$ cat src/rtl/tmr_voter_monitor.sv
// tmr_voter_monitor: registered N-way bitwise majority voter with per-channel OK/SUSPECT/FAILED monitoring.
// Optional VOTER_MASK_EN: FAILED channels drop out of the vote; tied bits hold their previous value.
module tmr_voter_monitor #(
    parameter int NUM_CH       = 3,
    parameter int WIDTH        = 8,
    parameter int FAULT_THRESH = 4
) (
    input  logic                      CLK,
    input  logic                      RESET,
    input  logic [NUM_CH*WIDTH-1:0]   CH_DATA,
    input  logic                      IN_VALID,
    input  logic [NUM_CH-1:0]         CLR_FAULT,
    output logic [WIDTH-1:0]          VOTED,
    output logic                      OUT_VALID,
    output logic                      DISAGREE,
    output logic [NUM_CH-1:0]         CH_SUSPECT,
    output logic [NUM_CH-1:0]         CH_FAILED
);
    localparam int CW = $clog2(FAULT_THRESH + 1);
    localparam int VW = $clog2(NUM_CH + 1) + 1;

    typedef enum logic [1:0] {OK, SUSPECT, FAILED} state_t;

    state_t            st  [NUM_CH];
    logic [CW-1:0]     cnt [NUM_CH];
    logic [NUM_CH-1:0] vote_en;
    logic [NUM_CH-1:0] mismatch;
    logic [WIDTH-1:0]  vote;
    logic [VW-1:0]     ones;
    logic [VW-1:0]     nv;

`ifdef VOTER_MASK_EN
    assign vote_en = ~CH_FAILED;
`else
    assign vote_en = '1;
`endif

    // Twice the ones count against the voter count; equality is a tie and keeps the old bit.
    always_comb begin
        vote = VOTED;
        ones = '0;
        nv   = '0;
        for (int b = 0; b < WIDTH; b++) begin
            ones = '0;
            nv   = '0;
            for (int i = 0; i < NUM_CH; i++) begin
                ones = ones + VW'(vote_en[i] & CH_DATA[i*WIDTH + b]);
                nv   = nv + VW'(vote_en[i]);
            end
            vote[b] = ((ones << 1) > nv) ? 1'b1 : ((ones << 1) == nv) ? VOTED[b] : 1'b0;
        end
    end

    always_comb begin
        mismatch = '0;
        for (int i = 0; i < NUM_CH; i++)
            mismatch[i] = IN_VALID && (CH_DATA[i*WIDTH +: WIDTH] != vote);
    end

    always_ff @(posedge CLK or posedge RESET) begin
        if (RESET) begin
            VOTED     <= '0;
            OUT_VALID <= 1'b0;
            DISAGREE  <= 1'b0;
        end else begin
            OUT_VALID <= IN_VALID;
            if (IN_VALID) begin
                VOTED    <= vote;
                DISAGREE <= |(mismatch & vote_en);
            end
        end
    end

    always_ff @(posedge CLK or posedge RESET) begin
        if (RESET) begin
            for (int i = 0; i < NUM_CH; i++) begin
                st[i]  <= OK;
                cnt[i] <= '0;
            end
            CH_SUSPECT <= '0;
            CH_FAILED  <= '0;
        end else begin
            for (int i = 0; i < NUM_CH; i++) begin
                if (CLR_FAULT[i]) begin
                    st[i]         <= OK;
                    cnt[i]        <= '0;
                    CH_SUSPECT[i] <= 1'b0;
                    CH_FAILED[i]  <= 1'b0;
                end else if (IN_VALID) begin
                    case (st[i])
                        OK: if (mismatch[i]) begin
                            st[i]         <= SUSPECT;
                            cnt[i]        <= CW'(1);
                            CH_SUSPECT[i] <= 1'b1;
                        end
                        SUSPECT: if (mismatch[i]) begin
                            cnt[i] <= cnt[i] + CW'(1);
                            if (cnt[i] + CW'(1) == CW'(FAULT_THRESH)) begin
                                st[i]         <= FAILED;
                                CH_SUSPECT[i] <= 1'b0;
                                CH_FAILED[i]  <= 1'b1;
                            end
                        end else begin
                            cnt[i] <= cnt[i] - CW'(1);
                            if (cnt[i] == CW'(1)) begin
                                st[i]         <= OK;
                                CH_SUSPECT[i] <= 1'b0;
                            end
                        end
                        default: ;
                    endcase
                end
            end
        end
    end
endmodule

$ cat config.mk
export PLATFORM = sky130hd
export DESIGN_NAME = tmr_voter_monitor
export DESIGN_NICKNAME = d
export VERILOG_FILES = /design/src/rtl/tmr_voter_monitor.sv
export SDC_FILE = /design/constraint.sdc
export NUM_CORES = 1
export LEC_CHECK = 0
export BUFFER_PORTS_ARGS = -buffer_cell sky130_fd_sc_hd__buf_2
export CAP_MARGIN = 20
export CORE_ASPECT_RATIO = 1.75
export CORE_MARGIN = 10
export CORE_UTILIZATION = 35
export DETAILED_ROUTE_END_ITERATION = 16
export SYNTH_ARGS = -nofsm -noshare
export SYNTH_HDL_FRONTEND = slang
export SYNTH_SLANG_ARGS = --single-unit
$ cat constraint.sdc
create_clock -name CLK -period 1.6 [get_ports CLK]
set_input_delay 0.16 -clock CLK [delete_from_list [all_inputs] [get_ports CLK]]
set_output_delay 0.16 -clock CLK [all_outputs]
set_load 0.005 [all_outputs]
======== Word level (Yosys, flattened, before mapping) ========
Cells that the tools add are included.
storage, ports and cells
  register bits after elaboration ......... 31
  input bits .............................. 30
  output and inout port bits .............. 16
operators by class
  add/subtract/negate cells ............... 22
  magnitude comparators ................... 8
  eq/ne operators ......................... 21
  mux-type cells .......................... 80
  reductions and logical operators ........ 31
operator list
  kind                                                                              number
  1-bit two-way mux                                                                 41
  2-bit two-way mux                                                                 18
  3-bit two-way mux                                                                 12
  3-bit by 2-bit greater-than comparator with 1-bit output (second input constant)  8
  4-bit != test (second input constant)                                             6
  8-bit != test                                                                     3
  2-bit nonzero test                                                                12
  3-bit case mux with 2 select lines                                                3
  1-bit by 1-bit adder with 2-bit output                                            8
  2-bit by 1-bit adder with 2-bit output                                            8
  5-bit AND reduction                                                               3
  2-bit case mux with 2 select lines                                                3
  4-bit AND reduction                                                               3
  3-bit by 1-bit adder with 3-bit output (second input constant)                    3
  3-bit by 1-bit == test with 1-bit output (second input constant)                  3
  3-bit == test (second input constant)                                             3
  3-bit != test (second input constant)                                             3
  3-bit AND reduction                                                               3
  3-bit nonzero test                                                                3
  3-bit by 1-bit subtractor with 3-bit output (second input constant)               3
  2-bit by 1-bit == test with 1-bit output (second input constant)                  3
  2-bit logical NOT                                                                 3
  1-bit case mux with 2 select lines                                                3
  1-bit logical AND                                                                 3
  3-bit OR reduction                                                                1

======== Logic depth before layout (Yosys ltp) ========
Gate-level depths: netlist (run 1).
  depth after elaboration ................. 10
  mapped depth ............................ 7

======== Worst setup path after synthesis (run 1) ========
No wires, ideal clock.
  path type ............................... input to register
  start ................................... input port CH_DATA[3]
  end ..................................... register st[2] in the netlist's numbering
  library setup time ...................... 0.099 ns
  arrival time ............................ 1.799 ns
  data required time ...................... 1.501 ns
  path slack .............................. -0.298 ns
  cell stages on the path ................. 7
  path buffers ............................ 0
  cells stage by stage .................... ha_1 > or2b_1 > o2111ai_1 > or3_4 > o21ai_4 > mux2_1 > a311oi_1
on the way
  longest elaborated chain between the ends .. 10
  elaborated cells between the ends (all ways) .. 14
  classes of those cells .................. add/sub: 2; order compare: 1; eq/ne: 4; mux: 5; reduce/logical: 2
ends and longest elaborated chain
  what                                                          RTL line  source
  from (decl)                                                   10        input logic [NUM_CH*WIDTH-1:0] CH_DATA,
  1-bit by 1-bit adder with 2-bit output (*)                    47        ones = ones + VW'(vote_en[i] & CH_DATA[i*WIDTH + b]);
  2-bit by 1-bit adder with 2-bit output (*)                    47
  3-bit by 2-bit greater-than comparator with 1-bit output (*)  50        vote[b] = ((ones << 1) > nv) ? 1'b1 : ((ones << 1) == nv) ? VOTED[b] : 1'b0;
  1-bit two-way mux (*)                                         50
  8-bit != test (*)                                             57        mismatch[i] = IN_VALID && (CH_DATA[i*WIDTH +: WIDTH] != vote);
  1-bit logical AND (*)                                         57
  2-bit two-way mux                                             96        SUSPECT: if (mismatch[i]) begin
  2-bit case mux with 2 select lines                            90        case (st[i])
  2-bit two-way mux                                             89        end else if (IN_VALID) begin
  2-bit two-way mux                                             84        if (CLR_FAULT[i]) begin
  to (signal, indexed assignment)                               85        st[i] <= OK;
  to (signal, indexed assignment)                               92        st[i] <= SUSPECT;
  to (signal, indexed assignment)                               99        st[i] <= FAILED;
  to (decl)                                                     24        state_t st [NUM_CH];
Every way passes the cells marked *; elsewhere a longest branch is shown, timed or not. The select of a mux whose other input is x is not followed.
A chain may end at the register's enable or synchronous reset.

======== Worst setup path in the final report (run 1) ========
  start ................................... input port CH_DATA[17]
  end ..................................... register cnt[7] in the netlist's numbering
on the way
  longest elaborated chain between the ends .. 9
  elaborated cells between the ends (all ways) .. 11
  classes of those cells .................. add/sub: 1; order compare: 1; eq/ne: 2; mux: 5; reduce/logical: 2
ends and longest elaborated chain
  what                                                          RTL line  source
  2-bit by 1-bit adder with 2-bit output (*)                    47
  3-bit by 2-bit greater-than comparator with 1-bit output (*)  50
  1-bit two-way mux (*)                                         50
  8-bit != test (*)                                             57
  1-bit logical AND (*)                                         57
  3-bit two-way mux                                             96
  3-bit case mux with 2 select lines                            90
  3-bit two-way mux                                             89
  3-bit two-way mux                                             84
  to (signal, indexed assignment)                               97        cnt[i] <= cnt[i] + CW'(1);
  to (signal, indexed assignment)                               104       cnt[i] <= cnt[i] - CW'(1);
  to (decl)                                                     25        logic [CW-1:0] cnt [NUM_CH];
Marks and branches as above.

==> run summary, run 1 <==
most area-hungry cell type in the Yosys netlist - dfrtp_1
Worst path top cell family by delay - compound AO/OA/AOI/OAI gates
Crit. Startpoint - CH_DATA[17]
Hold Fails Final Rpt - 0
Core Region - 0.00563 mm2
Placement Rows - 36
final setup violation count - 4
ranking of synthesized cells by area - dfrtp_1, ha_1, xnor2_1, a21oi_1, inv_1
synthesized area - 0.00204 mm2
peak supply drop - 316 uV
post-synth top area share - 0.343
syn_area_per_cell - 9.54 um2
TritonRoute pass-1 iters - 4
EDFF count, synth - 0
CP required - 1.78 ns
Seq pwr share - 0.416
Clock Tree Buf Depth - 2
outcome - complete, but fails checks
Post-route DRC - 0
GRT Total Usage - 0.112
fin util - 0.549
Syn Inst Count - 214
post-DP HPWL - 4160 um
worst slew pin tran - 0.370 ns
Synth cell types - 53
layout overhead on the synthesized area - 51.3%
capturing point of the worst reg2reg path - cnt[2]
first-pass GRT wire length - 8780 um
fin crit share - 1.01
fin worst setup slack - -0.0165 ns
Slew Limit Fails - 0
Die X - 77.7 um
YS warnings - 0
P_sw - 592 uW
vias in the first global route - 1976
Final Wtd Congestion - 0.862
Net Sw Frac - 0.310
FMAX - 619 MHz
Register-to-Register Path Depth - 6
clk sink count - 28
vias - 1824
placement-stage cell area - 0.00270 mm2
post-synthesis sequential area ratio - 0.343
synthesized flop and latch total - 28
syn nets - 264
worst path cell trace - buf_6, ha_4, buf_6, a21oi_4, xnor2_1, nor4_2, nand2_2, o21a_1, o32ai_2
Slew headroom - 0.754
H-tree levels - 1
Leak - 0.00137 uW
root buf cell - clkbuf_8
Die Area - 0.00941 mm2
critical path class - in -> reg
Startpoint Class - input pin
Main synth FF type - dfrtp_1
share of cells above drive strength 1 - 0.469
Logic pwr share - 0.386
most frequent cell after synthesis - dfrtp_1
multi-input logic area - 0.00147 mm2
worst setup path end - cnt[7]
fillers - 512
total wire length - 5390 um
grt ovf - 0
crit path max-delay cell type - nor4_2
Crit path buffers/inverters - 2
overall power - 1910 uW
Clock power frac - 0.198
PD cells - 619 mW/mm2
die height - 121 um
Placement Setup Slack - -0.376 ns
register area - 701 um2
Worst EP arrival - 1.80 ns
IO buf count - 45
Tmin final - 1.62 ns
Worst path depth - 9
Hold WC Path Type - in -> reg
initial antenna violation count - 0
clock skew - 0.00220 ns
later-pin clock latency in the skew report - 0.27 ns
RSZ-0062 raised after global routing - true
clock-pin slew on the worst setup and hold paths - 0.09 ns
slowest stage delay, CP - 0.31 ns
CP Capture Type - flop
final instance area - 0.00309 mm2
CTS tree - yes
fraction of registers with async set/reset - 1.00
Ports - 46
initial core utilization - 0.363
drt initial violations - 63
number of max-cap violations - 0
Ant. Diodes - 0
worst r2r src - st[1]
vias per cell - 4.76
TritonCTS Buffers - 3
Routed WL per cell - 14.1 um
failing checks - negative setup slack
Pint - 1320 uW
final net count - 359
flop-to-flop setup slack - 0.18 ns
most frequent cells after synthesis - dfrtp_1, inv_1, nor2_1
CP most frequent cell - buf_6
largest net degree at the start of global routing - 29
Final ANT Viol Nets - 0
largest fanout on the critical path - 8
registers in the layout (all words and copies together) (netlist names):
signal and count:
DISAGREE 1, cnt 9, st 5, OUT_VALID 1, CH_FAILED 3, VOTED 8
CH_SUSPECT 1
final cells by class:
cell class / count / area share
Clock buffer: 3 / 0.0134
Inverter: 21 / 0.0255
Multi-Input combinational cell: 157 / 0.476
Sequential cell: 28 / 0.227
Tap cell: 76 / 0.0308
Timing Repair Buffer: 98 / 0.227
layer usage:
metal | vias to the layer above | part of all wire | global-route usage
met4 | 0 | 0.021 | 0.0401
met2 | 32 | 0.56 | 0.212
li1 | 934 | - | -
met3 | 6 | 0.022 | 0.0126
met1 | 852 | 0.40 | 0.122
met5 | - | 0 | 0
kinds of logic after synthesis:
group,share of synthesized area
compound gates,0.194
xor+xnor,0.0944
fa+ha+maj,0.123
buf+inv,0.0594
flops,0.343
mux,0.0202
simple gates,0.166
how the worst min path moves through the flow:
stage / start / to / slack [ns] / cells after the start
3_5_place_dp: RESET / OUT_VALID / 0.25 / 3
6_report: CLR_FAULT[1] / st[2] / 0.12 / 2
2_1_floorplan: IN_VALID / OUT_VALID / 0.19 / 0
4_1_cts: CLR_FAULT[1] / CH_FAILED[1] / 0.11 / 2
3_3_place_gp: RESET / OUT_VALID / 0.25 / 3
5_1_grt: CLR_FAULT[1] / CH_FAILED[1] / 0.12 / 2
timing repair:
item,4_1_cts,5_1_grt
endpoints found under the hold margin,28,0
gates resized for setup,11,33
buffers inserted,4,8
hold buffers,1,0
setup endpoints to repair,8,19
pin swaps,13,20
power groups by stage:
stage	Sequential (uW)	Combinational (uW)	Clock (uW)
6_report	794	737	379
5_1_grt	801	811	422
4_1_cts	793	638	395
3_5_place_dp	806	608	0
3_3_place_gp	805	599	0
2_1_floorplan	797	359	0
metrics by stage:
step	hold slack (ns)	TNS, ns	instances
after floorplan	0.191	-0.105	214
after global placement	0.248	-4.91	367
after detailed placement	0.250	-5.27	367
after CTS	0.105	-0.181	375
after global routing	0.116	-0.916	383
final	0.120	-0.0324	383
placed cells by master (no fill, tap or decap), drive strengths merged, types with 3 or more instances in the layout:
cell type,netlist,layout
buf,6,97
nand3,3,3
clkbuf,2,3
xor2,3,3
nor4,5,5
a31oi,3,3
a21oi,25,25
or3,3,3
nor2,21,21
nand2,9,9
o21ai,3,3
nor3b,4,4
inv,21,21
xnor2,19,19
dfrtp,28,28
mux2i,3,3
a22oi,3,3
ha,20,20
nor2b,3,3
Power figures use the tool's default switching activity.
==> run 2: changes to the inputs <==
--- a/config.mk
+++ b/config.mk
@@ -9,8 +9,9 @@
 export CAP_MARGIN = 20
 export CORE_ASPECT_RATIO = 1.75
 export CORE_MARGIN = 10
-export CORE_UTILIZATION = 35
+export CORE_UTILIZATION = 40
 export DETAILED_ROUTE_END_ITERATION = 16
+export GPL_TIMING_DRIVEN = 0
 export SYNTH_ARGS = -nofsm -noshare
 export SYNTH_HDL_FRONTEND = slang
 export SYNTH_SLANG_ARGS = --single-unit
==> run 2 against run 1 <==
  * Via count decreased by 5.5%
  * Setup slack got worse by 0.028 ns
  * Cell area decreased by 8.2%
  * Clock power up 3%
  * Worst hold slack got worse by 0.0065 ns
  * Final cell count fell by 15%
  * Clock skew barely moved
  * Sequential share of layout area up 2.0 points
  * Non-clock buffer count is 34 lower
  * The run still ends with negative setup slack left
  * Critical endpoint is now st[2]
  * Sequential power shrank 0.8%
==> run summary, run 2 (synthesized netlist as in run 1, its figures left out) <==
top flop regs - cnt: 9 flops, VOTED: 8 flops, st: 5 flops
fin util - 0.570
fin crit share - 1.03
crit path max-delay cell type - mux2_4
later-pin clock latency in the skew report - 0.27 ns
largest net degree at the start of global routing - 21
Slew Limit Fails - 0
vias per cell - 5.27
met1 usage - 0.131
Hold WC Path Type - in -> reg
GRT Total Usage - 0.126
H-tree levels - 1
max FFs per register - 9
Final Wtd Congestion - 0.794
Placement Rows - 34
gr busiest metal - met2
Crit path buffers/inverters - 1
TritonRoute pass-1 iters - 4
number of max-cap violations - 0
CTS tree - yes
total wire length - 5290 um
first-pass GRT wire length - 8590 um
largest fanout on the critical path - 3
Die Area - 0.00848 mm2
Final ANT Viol Nets - 0
clock-pin slew on the worst setup and hold paths - 0.10 ns
Biggest register - cnt
TritonCTS Buffers - 3
grt met3 use - 0.0252
grt ovf - 0
critical path class - in -> reg
Worst path top cell family by delay - simple AND/OR/NAND/NOR gates
Core Region - 0.00498 mm2
CP Capture Type - flop
Post-route DRC - 0
slowest stage delay, CP - 0.32 ns
Slew headroom - 0.648
failing checks - negative setup slack
FMAX - 608 MHz
clock skew - 0.00231 ns
final net count - 325
Clock Tree Buf Depth - 2
final instance area - 0.00284 mm2
Startpoint Class - input pin
Ports - 46
Leak - 0.00121 uW
die height - 115 um
Routed WL per cell - 16.2 um
clk sink count - 28
drt initial violations - 49
initial core utilization - 0.410
worst slew pin tran - 0.528 ns
fin worst setup slack - -0.0446 ns
vias - 1724
initial antenna violation count - 0
Worst EP arrival - 1.83 ns
root buf cell - clkbuf_8
Worst path depth - 8
WHS Path Cells - 2
worst path cell trace - buf_8, ha_4, nor3b_4, nor4_2, nand3_2, o21ai_4, mux2_4, a311oi_2
layout overhead on the synthesized area - 38.8%
Hold Fails Final Rpt - 0
IO buf count - 45
Tmin final - 1.64 ns
vias in the first global route - 1896
commonest non-fill, non-tap cell in the layout - buf_2
CP required - 1.79 ns
commonest cells after routing, fill and taps aside - buf_2, dfrtp_1, inv_1, nor2_1, a21oi_1
Register-to-Register Path Depth - 4
outcome - complete, but fails checks
peak supply drop - 472 uV
final setup violation count - 2
Die X - 74.0 um
share of cells above drive strength 1 - 0.388
placement-stage cell area - 0.00244 mm2
RSZ-0062 raised after global routing - true
Ant. Diodes - 0
PD cells - 649 mW/mm2
post-DP HPWL - 4140 um
met2 usage - 0.234
-- run 2: cell count changes in the layout (fill, tap and decap cells not counted), moves of 2 or more --
cell	previous run	this run
buf_8	1	3
buf_6	11	6
buf_4	45	10
buf_1	0	2
xnor2_2	1	3
a22oi_1	3	1
clkbuf_1	0	2
a22oi_2	0	2
buf_2	39	37
-- run 2: per-layer routing --
layer / part of all wire / vias up
met5: 0 / -
met4: 0.019 / 0
met3: 0.039 / 8
met2: 0.57 / 36
met1: 0.37 / 814
li1: - / 866
-- run 2: report_power, final --
| part | total [uW] | internal, uW | switching [uW] |
|---|---|---|---|
| combinational | 665 | 332 | 332 |
| sequential | 788 | 753 | 35.1 |
| clock | 389 | 169 | 220 |
| total | 1840 | 1250 | 587 |
-- run 2: worst paths after layout --
check	end	startpoint	slack [ns]
min reg2reg	CH_FAILED[2]	CH_FAILED[2]	0.50
min in group asynchronous	CH_FAILED[1]	RESET	0.42
max in group asynchronous	st[1]	RESET	0.73
max	st[2]	CH_DATA[7]	-0.04
min	CH_FAILED[1]	CLR_FAULT[1]	0.11
max reg2reg	st[2]	cnt[3]	0.16
-- run 2: repair_timing --
action | in CTS | in global routing
hold buffers | 2 | 0
gates resized for setup | 13 | 37
setup buffers | 5 | 3
hold endpoints to repair | 9 | 0
pin swaps | 11 | 21
endpoints found under the setup margin | 6 | 15
-- run 2: final cells by class --
class / instances / area (um2)
plain buffers: 8 / 42.5
clock buffers: 3 / 41.3
fillers: 439 / 2140
inverters: 21 / 78.8
multi-input cells: 157 / 1490
flip-flops and latches: 28 / 701
well taps: 54 / 67.6
repair buffers: 56 / 413
-- run 2: per-stage QoR --
step                power [uW]  setup WS [ns]  setup TNS (ns)  hold WS, ns  cells
floorplan                 1160         -0.105          -0.105        0.191    214
global placement          1320         -0.418           -4.81        0.283    313
detailed placement        1340         -0.435           -5.14        0.181    314
CTS                       1770        -0.0334         -0.0909        0.107    324
global route              1950         -0.169          -0.617        0.135    327
finish                    1840        -0.0446         -0.0540        0.114    327
